--- src/rtl/mul_add_sched.sv ---
// Shared shift-and-accumulate engine computing y = a*(2^(k1-k3) + 2^(k2-k3)) mod 256
// for two requesters under round-robin arbitration, with a registered tagged response.
module mul_add_sched (
  input  logic       clk,
  input  logic       rst,
  input  logic       req0_valid,
  output logic       req0_ready,
  input  logic [7:0] req0_a,
  input  logic [2:0] req0_k1,
  input  logic [2:0] req0_k2,
  input  logic [2:0] req0_k3,
  input  logic       req1_valid,
  output logic       req1_ready,
  input  logic [7:0] req1_a,
  input  logic [2:0] req1_k1,
  input  logic [2:0] req1_k2,
  input  logic [2:0] req1_k3,
  output logic       rsp_valid,
  input  logic       rsp_ready,
  output logic       rsp_id,
  output logic [7:0] rsp_y
);

  typedef enum logic [1:0] {StIdle, StRun, StDone} state_e;

  state_e     r_state;
  logic [7:0] r_sh;
  logic [7:0] r_acc;
  logic [2:0] r_cnt;
  logic [2:0] r_p1;
  logic [2:0] r_p2;
  logic [2:0] r_pmax;
  logic       r_id;
  logic       r_prio;      // 1: requester 1 wins a tie
  logic       r_rsp_valid;
  logic [7:0] r_rsp_y;
  logic       r_rsp_id;

  logic       w_idle;
  logic       w_gnt0;
  logic       w_gnt1;
  logic [7:0] w_sel_a;
  logic [2:0] w_sel_p1;
  logic [2:0] w_sel_p2;
  logic [7:0] w_add1;
  logic [7:0] w_add2;
  logic [7:0] w_acc_nxt;

  // Grant, operand select and accumulate step.
  always_comb begin
    w_idle   = (r_state == StIdle) && !rst;
    w_gnt0   = w_idle && req0_valid && (!req1_valid || !r_prio);
    w_gnt1   = w_idle && req1_valid && (!req0_valid || r_prio);
    w_sel_a  = w_gnt1 ? req1_a : req0_a;
    // 3-bit subtraction gives the mod-8 wrap for free
    w_sel_p1 = w_gnt1 ? (req1_k1 - req1_k3) : (req0_k1 - req0_k3);
    w_sel_p2 = w_gnt1 ? (req1_k2 - req1_k3) : (req0_k2 - req0_k3);
    w_add1   = (r_cnt == r_p1) ? r_sh : 8'd0;
    w_add2   = (r_cnt == r_p2) ? r_sh : 8'd0;
    w_acc_nxt = r_acc + w_add1 + w_add2;
  end

  assign req0_ready = w_gnt0;
  assign req1_ready = w_gnt1;
  assign rsp_valid  = r_rsp_valid;
  assign rsp_y      = r_rsp_y;
  assign rsp_id     = r_rsp_id;

  // Control FSM with datapath and registered response.
  always_ff @(posedge clk) begin
    if (rst) begin
      r_state     <= StIdle;
      r_sh        <= 8'd0;
      r_acc       <= 8'd0;
      r_cnt       <= 3'd0;
      r_p1        <= 3'd0;
      r_p2        <= 3'd0;
      r_pmax      <= 3'd0;
      r_id        <= 1'b0;
      r_prio      <= 1'b0;
      r_rsp_valid <= 1'b0;
      r_rsp_y     <= 8'd0;
      r_rsp_id    <= 1'b0;
    end else begin
      case (r_state)
        StIdle: begin
          if (w_gnt0 || w_gnt1) begin
            r_id    <= w_gnt1;
            r_sh    <= w_sel_a;
            r_acc   <= 8'd0;
            r_cnt   <= 3'd0;
            r_p1    <= w_sel_p1;
            r_p2    <= w_sel_p2;
            r_pmax  <= (w_sel_p1 > w_sel_p2) ? w_sel_p1 : w_sel_p2;
            r_state <= StRun;
          end
        end
        StRun: begin
          if (r_cnt == r_pmax) begin
            r_rsp_valid <= 1'b1;
            r_rsp_y     <= w_acc_nxt;
            r_rsp_id    <= r_id;
            r_state     <= StDone;
          end else begin
            r_acc <= w_acc_nxt;
            r_sh  <= r_sh << 1;
            r_cnt <= r_cnt + 3'd1;
          end
        end
        StDone: begin
          if (rsp_ready) begin
            r_rsp_valid <= 1'b0;
            r_prio      <= ~r_rsp_id;  // favour the requester not just served
            r_state     <= StIdle;
          end
        end
        default: r_state <= StIdle;
      endcase
    end
  end

endmodule

--- config.mk ---
export PLATFORM = sky130hd
export DESIGN_NAME = mul_add_sched
export DESIGN_NICKNAME = d
export VERILOG_FILES = /design/src/rtl/mul_add_sched.sv
export SDC_FILE = /design/constraint.sdc
export NUM_CORES = 1
export LEC_CHECK = 0
export CAP_MARGIN = 15
export CORE_MARGIN = 2
export CORE_UTILIZATION = 54
export CTS_BUF_LIST = sky130_fd_sc_hd__clkbuf_2 sky130_fd_sc_hd__clkbuf_4 sky130_fd_sc_hd__clkbuf_8
export CTS_CLUSTER_DIAMETER = 40
export DETAILED_ROUTE_END_ITERATION = 8
export PLACE_DENSITY = 0.92
export SLEW_MARGIN = 15
export SYNTH_ARGS = -nofsm -noshare
export SYNTH_HDL_FRONTEND = slang
export SYNTH_SLANG_ARGS = --single-unit
--- constraint.sdc ---
create_clock -name clk -period 4.08 [get_ports clk]
set_input_delay 0.408 -clock clk [delete_from_list [all_inputs] [get_ports clk]]
set_output_delay 0.408 -clock clk [all_outputs]
set_load 0.02 [all_outputs]
* Word level (Yosys, flattened, before mapping)
Index checks and enable logic that the tools add are counted.
** Cells by class
- Bitwise gates (word level) :: 1
- Mux-type cells :: 22
- Equal/unequal tests :: 9
- Order comparisons :: 1
- Reductions and logical operators :: 21
- Add/sub/neg operators :: 7
** Operator list (number)
- $mux 8 :: 7
- $pmux 8 s2 :: 2
- $add 8x8->8 :: 2
- $mux 3 :: 5
- $sub 3x3->3 :: 4
- $eq 3x3->1 :: 3
- $reduce_and 3->1 :: 3
- $mux 2 :: 3
- $ne 2x2->1 const B :: 3
- $pmux 2 s3 :: 1
- $pmux 3 s2 :: 1
- $reduce_and 2->1 :: 3
- $logic_and 1x1->1 :: 5
- $logic_not 1->1 :: 4
- $reduce_bool 2->1 :: 2
- $add 3x1->3 const B :: 1
- $gt 3x3->1 :: 1
- $logic_or 1x1->1 :: 3
- $eq 2x1->1 const B :: 1
- $eq 2x2->1 const B :: 1
- $logic_not 2->1 :: 1
- $mux 1 :: 2
- $ne 2x1->1 const B :: 1
- $pmux 1 s2 :: 1
- $not 1->1 :: 1
** Storage, ports and cells
- Word-level logic and storage cells :: 73
- Input port bits :: 39
- Register bits after elaboration :: 42
- Output and inout bits :: 12

* Logic depth before layout (Yosys ltp)
Gate-level depths: netlist of run 1.
- Depth in word-level cells :: 7
- Depth in mapped cells :: 15
- Mapped depth without buffers :: 15

* Worst setup path after synthesis of run 1
No wires, ideal clock.
- Kind :: register -> register
- From :: reg r_cnt[0]
- To :: reg r_rsp_y[7], in the netlist rsp_y[7]
- Data required time :: 3.958 ns
- Slack :: 0.968 ns
- Stages on the path, launching flop included :: 15
- Arrival time :: 2.990 ns
- Cells stage by stage :: dfxtp_1 buf_6 xor2_2 nor3_2 nand2_1 fa_1 inv_1 ha_1 fa_1 a21oi_1 o21ai_0 a21o_1 a21oi_1 or4b_1 nand3_1
** On the way
- Word-level cells in the longest chain between the ends :: 4
- Elaborated cells on any way between the ends :: 8
** RTL lines
- start, declared :: RTL line 29 : logic [2:0] r_cnt;
- start signal, assigned :: RTL line 107 : r_cnt <= r_cnt + 3'd1;
- $eq 3x3->1 :: RTL line 58 : w_add1 = (r_cnt == r_p1) ? r_sh : 8'd0;
- $mux 8 :: RTL line 58
- $add 8x8->8 (2 in series) :: RTL line 60 : w_acc_nxt = r_acc + w_add1 + w_add2;
- end signal, assigned :: RTL line 101 : r_rsp_y <= w_acc_nxt;
- end, declared :: RTL line 36 : logic [7:0] r_rsp_y;
Parallel ways exist; a longest one is shown, timed or not.
A chain may end at the register's enable or synchronous reset.

* Final worst setup path of run 1
Ends and elaborated chain as after synthesis.

==> summary.md, run 1 <==
| Metric | Value |
|---|---|
| Hold Crit Class | register to register |
| Critical Path Source Type | register |
| CTS Sinks | 42 |
| FMAX | 278 MHz |
| Final Instance Count excl. Fillers | 433 |
| Initial core utilization | 0.568 |
| CTS tree | yes |
| Number of flops mapped to enable cells by yosys | 0 |
| Worst hold stages | 2 |
| Num CTS Buffers | 5 |
| Clock slew at reported path FFs | 0.08 ns |
| CTS max path bufs | 2 |
| Dpl cells | 426 |
| Post-CTS setup buffer count | 0 |
| Pin count of the biggest net entering global routing | 41 |
| Die area | 5620 um2 |
| Initial antenna violation count | 0 |
| Fin crit share | 0.883 |
| Worst slew pin tran | 0.782 ns |
| Max VDD drop | 0.000332 V |
| Critical path data arrival time | 3.79 ns |
| Design Power | 1.34 mW |
| Skew-Pair Late Insertion Delay | 0.30 ns |
| Largest stage delay, worst path | 0.52 ns |
| Most used DFF post-synth | dfxtp_1 |
| Worst Skew | 0.00921 ns |
| Final WS setup | 0.478 ns |
| WS Path Type | register to register |
| Row count | 25 |
| Post-synth top area cell | dfxtp_1 |
| Global-route wire length before repair | 10600 um |
| Number of vias per cell | 5.50 |
| Syn Inst Count | 316 |
| DR WL/cell | 14.8 um |
| Final setup vio count | 0 |
| Fin Setup TNS | 0 ns |
| Max-cap viol count | 0 |
| Status | finished clean |
| Area share of the largest cell type after synthesis | 0.309 |
| Commonest cells in the netlist | dfxtp_1 (42), nand2_1 (42), nor2_1 (34) |
| Share of cells above drive strength 1 | 0.0683 |
| I/O pin count | 51 |
| Placeable Area | 4790 um2 |
| Yosys warning total | 0 |
| Slew Viols, Final | 0 |
| CP Cell Sequence | xor2_2, nor3_2, nand2_1, fa_1, inv_1, ha_1, fa_1, a21oi_1, o21ai_0, a21o_1, a21oi_1, or4b_1, nand3_1 |
| Dpl cell area | 3280 um2 |
| Worst Path Max Fanout | 8 |
| Ranking of synthesized cells by area | dfxtp_1 (31%), fa_1 (8.8%), mux2i_1 (7.0%) |
| Gpl congestion | 0.866 |
| DP Worst Slack | 0.549 ns |
| Total gr overflow | 0 |
| Fill count | 369 |
| Cell with the largest stage delay on the worst path | fa_1 |
| Gr usage total | 0.249 |
| Vias | 2383 |
| RSZ-0062 raised after global routing | no |
| Ant. Diodes | 0 |
| Static Leak | 1.51 nW |
| Synth Register Bits | 42 |
| DRC viols | 0 |
| ANT nets after route | 0 |
| Hold Fails Final Rpt | 0 |
| Nets | 431 |
| Avg Inst Size Synth | 8.60 um2 |
| Final critical-path required period | 3.60 ns |
| Syn Nets | 381 |
| Design area | 3390 um2 |
| Worst-case reg-to-reg path depth | 13 |
| Vias in the first global route | 2305 |
| Cell area power density | 394 nW/um2 |
| Cell Area, Synth | 2720 um2 |
| Hpwl dp | 4880 um |
| Root buffer cell | clkbuf_8 |
| Element type at the critical path end | register |
| Die width | 74.9 um |
| Yosys cell types | 41 |
| PortBufs | 50 |
| Total iterations of the first detailed-routing run | 5 |
| # hold bufs at CTS | 0 |
| Htree depth | 2 |
| CTS resizes | 0 |
| Worst EP required | 4.26 ns |
| Relative slew margins | 0.477 |
| Post-layout util | 0.708 |
| DRT iter0 DRCs | 170 |
| Final wirelength | 6390 um |
| Synthesis-to-finish area growth | 24.8% |
| Seq/Total Area, Yosys | 0.309 |
| Async SR Flop Fraction | 0 |
| WHS | 0.457 ns |
| Die span in y | 74.9 um |
## critical path, delay by kind of cell (launching register included)
family | cells | cell delay [ns]
adders and majority gates | 3 | 1.13
DFF | 1 | 0.51
xor gates and xnor gates | 1 | 0.13
and+or+nand+nor | 4 | 0.88
buffers and inverters | 1 | 0.04
AOI/OAI and AO/OA | 4 | 0.79
## power by group
part / switching, mW / internal (mW)
combinational: 0.288 / 0.219
clock: 0.138 / 0.196
sequential: 0.0412 / 0.454
## registers in the layout, summed over array words and instances (netlist names)
signal	cells
r_acc	8
r_p2	3
r_p1	3
rsp_valid	1
r_prio	1
r_id	1
r_pmax	3
rsp_y	8
r_state	2
r_cnt	3
r_sh	8
rsp_id	1
## worst paths after layout
check | from | endpoint | slack (ns)
min reg2reg | r_id | rsp_id | 0.46
max reg2reg | r_cnt[0] | rsp_y[7] | 0.48
min | r_id | rsp_id | 0.46
max | r_cnt[0] | rsp_y[7] | 0.48
## routing by layer
metal  wire [um]  share of wire  vias up  GRT usage
met5           0              0        -          0
met4          87          0.014        0     0.0635
met3         410          0.064       11     0.0402
met2        3230           0.51       93      0.435
met1        2660           0.42     1127      0.320
li1            -              -     1152          -
## logic make-up (layout without fill, tap and decap cells)
family / after synthesis / in the layout / share of synthesized area
simple gates: 107 / 107 / 0.189
compound gates: 59 / 59 / 0.139
flops: 42 / 42 / 0.309
buf+inv: 38 / 88 / 0.0557
fa+ha+maj: 26 / 26 / 0.153
xor+xnor: 24 / 24 / 0.0801
mux: 20 / 20 / 0.0741
## cell usage in the layout (no fill, tap or decap), types with 5 or more instances in the layout
master and instances:
xor2_1 13, ha_1 14, nor2_1 34, dfxtp_1 42, mux2i_1 19, a21oi_1 25, nand2_1 42, clkdlybuf4s50_1 50
xnor2_1 10, fa_1 12, nand3_1 5, inv_1 27, a211oi_1 6, o21ai_0 9, clkbuf_8 6
## area by class of cell
cell class	instances	area, um2	share of cell area
Multi-Input combinational cell	236	1730	0.509
Inverter	28	105	0.0310
Sequential cell	42	841	0.248
Tap cell	67	83.8	0.0247
Clock inverter	1	30.0	0.00886
Clock buffer	6	82.6	0.0244
Timing Repair Buffer	53	523	0.154
No activity file was read; power rests on OpenSTA's default activity.
==> run 2, diff against run 1 <==
- CORE_UTILIZATION: 54 -> 30
- PLACE_DENSITY: 0.92 -> 0.61
==> summary.md, run 2 (synthesis gave the netlist of run 1 again) <==
| Metric | Value |
|---|---|
| Total gr overflow | 0 (unchanged) |
| Final critical-path required period | 3.52 ns (was 3.60 ns) |
| Gr usage total | 0.136 (was 0.249) |
| Row count | 34 (was 25) |
| Largest stage delay, worst path | 0.50 ns (was 0.52 ns) |
| Vias | 2233 (was 2383) |
| Hpwl dp | 4950 um (was 4880 um) |
| Synthesis-to-finish area growth | 26.0% (was 24.8%) |
| Cell area power density | 370 nW/um2 (was 394 nW/um2) |
| Element type at the critical path end | register (unchanged) |
| CP Cell Sequence | xor2_1, nor3_2, nand2_1, fa_1, inv_1, ha_1, fa_1, a21oi_1, o21ai_0, a21o_1, a21oi_1, or4b_1, nand3_1 (was xor2_2, nor3_2, nand2_1, fa_1, inv_1, ha_1, fa_1, a21oi_1, o21ai_0, a21o_1, a21oi_1, or4b_1, nand3_1) |
| Vias in the first global route | 2218 (was 2305) |
| Slew Viols, Final | 0 (unchanged) |
| Worst EP required | 4.27 ns (was 4.26 ns) |
| Die width | 99.2 um (was 74.9 um) |
| Final WS setup | 0.561 ns (was 0.478 ns) |
| Gpl congestion | 0.792 (was 0.866) |
| Pin count of the biggest net entering global routing | 41 (unchanged) |
| RSZ-0062 raised after global routing | no (unchanged) |
| Fin crit share | 0.862 (was 0.883) |
| Static Leak | 1.51 nW (about the same) |
| Worst-case reg-to-reg path depth | 13 (unchanged) |
| FMAX | 284 MHz (was 278 MHz) |
| CTS resizes | 0 (unchanged) |
| Worst Skew | 0.00687 ns (was 0.00921 ns) |
| CP Buf/Inv Count | 1 (unchanged) |
| Crit-path leading delay family | adder cells (unchanged) |
| Levels on crit path | 13 (unchanged) |
| DP Worst Slack | 0.562 ns (was 0.549 ns) |
| PortBufs | 50 (unchanged) |
| WS Path Type | register to register (unchanged) |
| Post-CTS setup buffer count | 0 (unchanged) |
| Ant. Diodes | 0 (unchanged) |
| CTS max path bufs | 2 (unchanged) |
| Status | finished clean (unchanged) |
| ANT nets after route | 0 (unchanged) |
| Critical Path Source Type | register (unchanged) |
| Die area | 9840 um2 (was 5620 um2) |
| Die span in y | 99.2 um (was 74.9 um) |
| DR WL/cell | 13.2 um (was 14.8 um) |
| Worst slew pin tran | 0.782 ns (about the same) |
| Share of cells above drive strength 1 | 0.0708 (was 0.0683) |
| Nets | 431 (unchanged) |
| DRT iter0 DRCs | 95 (was 170) |
| Global-route wire length before repair | 10800 um (was 10600 um) |
| Fin Setup TNS | 0 ns (unchanged) |
| Relative slew margins | 0.477 (about the same) |
| Commonest non-fill, non-tap cell in the layout | clkdlybuf4s50_1 (unchanged) |
| Number of vias per cell | 4.70 (was 5.50) |
| I/O pin count | 51 (unchanged) |
| Critical path data arrival time | 3.71 ns (was 3.79 ns) |
| Max-cap viol count | 0 (unchanged) |
| DRC viols | 0 (unchanged) |
| Cell with the largest stage delay on the worst path | nor3_2 (was fa_1) |
| Clock slew at reported path FFs | 0.08 ns (about the same) |
| Max VDD drop | 0.000143 V (was 0.000332 V) |
| Hold Crit Class | register to register (unchanged) |
| Initial antenna violation count | 0 (unchanged) |
| Worst hold stages | 2 (unchanged) |
| Final wirelength | 6280 um (was 6390 um) |
| Most frequent cells in the layout | clkdlybuf4s50_1 (50), nand2_1 (42), dfxtp_1 (42) (unchanged) |
| Worst Path Max Fanout | 8 (unchanged) |
| Skew-Pair Late Insertion Delay | 0.30 ns (about the same) |
| # hold bufs at CTS | 0 (unchanged) |
| Final setup vio count | 0 (unchanged) |
| Num CTS Buffers | 5 (unchanged) |
| CTS Sinks | 42 (unchanged) |
| Htree depth | 2 (unchanged) |
| Total iterations of the first detailed-routing run | 4 (was 5) |
| Initial core utilization | 0.310 (was 0.568) |
| Hold Fails Final Rpt | 0 (unchanged) |
| Root buffer cell | clkbuf_8 (unchanged) |
| CTS tree | yes (unchanged) |
| Placeable Area | 8760 um2 (was 4790 um2) |
[run 2: changes by cell type in the layout (fill, tap and decap cells not counted)]
cell / change
clkbuf_4: +1
clkinv_2: +1
bufinv_16: -1
[run 2: path summary, 6_finish.rpt]
path / slack (ns) / from / end
worst min register to register: 0.46 / rsp_y[4] / rsp_y[4]
worst max-delay path: 0.56 / r_cnt[0] / rsp_y[7]
worst max register to register: 0.56 / r_cnt[0] / rsp_y[7]
worst min-delay path: 0.46 / rsp_y[4] / rsp_y[4]
[run 2: layout make-up]
class	instances	area [um2]
Timing Repair Buffer	53	523
Sequential cell	42	841
Clock inverter	1	5.00
Clock buffer	7	90.1
Multi-Input combinational cell	236	1730
Inverter	28	105
Tap cell	108	135
Fill cell	927	5340
[run 2: worst min-delay path, cell delays in order (launching register included)]
cell,delay [ns]
dfxtp_1,0.31
nand2_1,0.05
a21oi_1,0.05
[run 2: power by group]
group / switching, mW / leakage, nW / internal (mW)
clock: 0.141 / 0.0517 / 0.143
sequential: 0.0382 / 0.342 / 0.453
combinational: 0.275 / 1.11 / 0.217
total: 0.455 / 1.51 / 0.814
[run 2: stage by stage]
step	power [mW]	utilization	hold WS (ns)	instances	area, um2
after floorplan	0.841	-	0.432	316	2720
after global placement	0.986	0.380	0.439	467	3330
after detailed placement	0.999	0.380	0.450	467	3330
after CTS	1.29	0.391	0.460	475	3420
after global routing	1.36	0.391	0.487	475	3420
final	1.27	0.391	0.459	475	3420
[run 2: layer usage]
metal | global-route usage | share of wire
met1 | 0.173 | 0.46
met2 | 0.231 | 0.49
met3 | 0.0323 | 0.031
met4 | 0.0379 | 0.017
met5 | 0 | 0
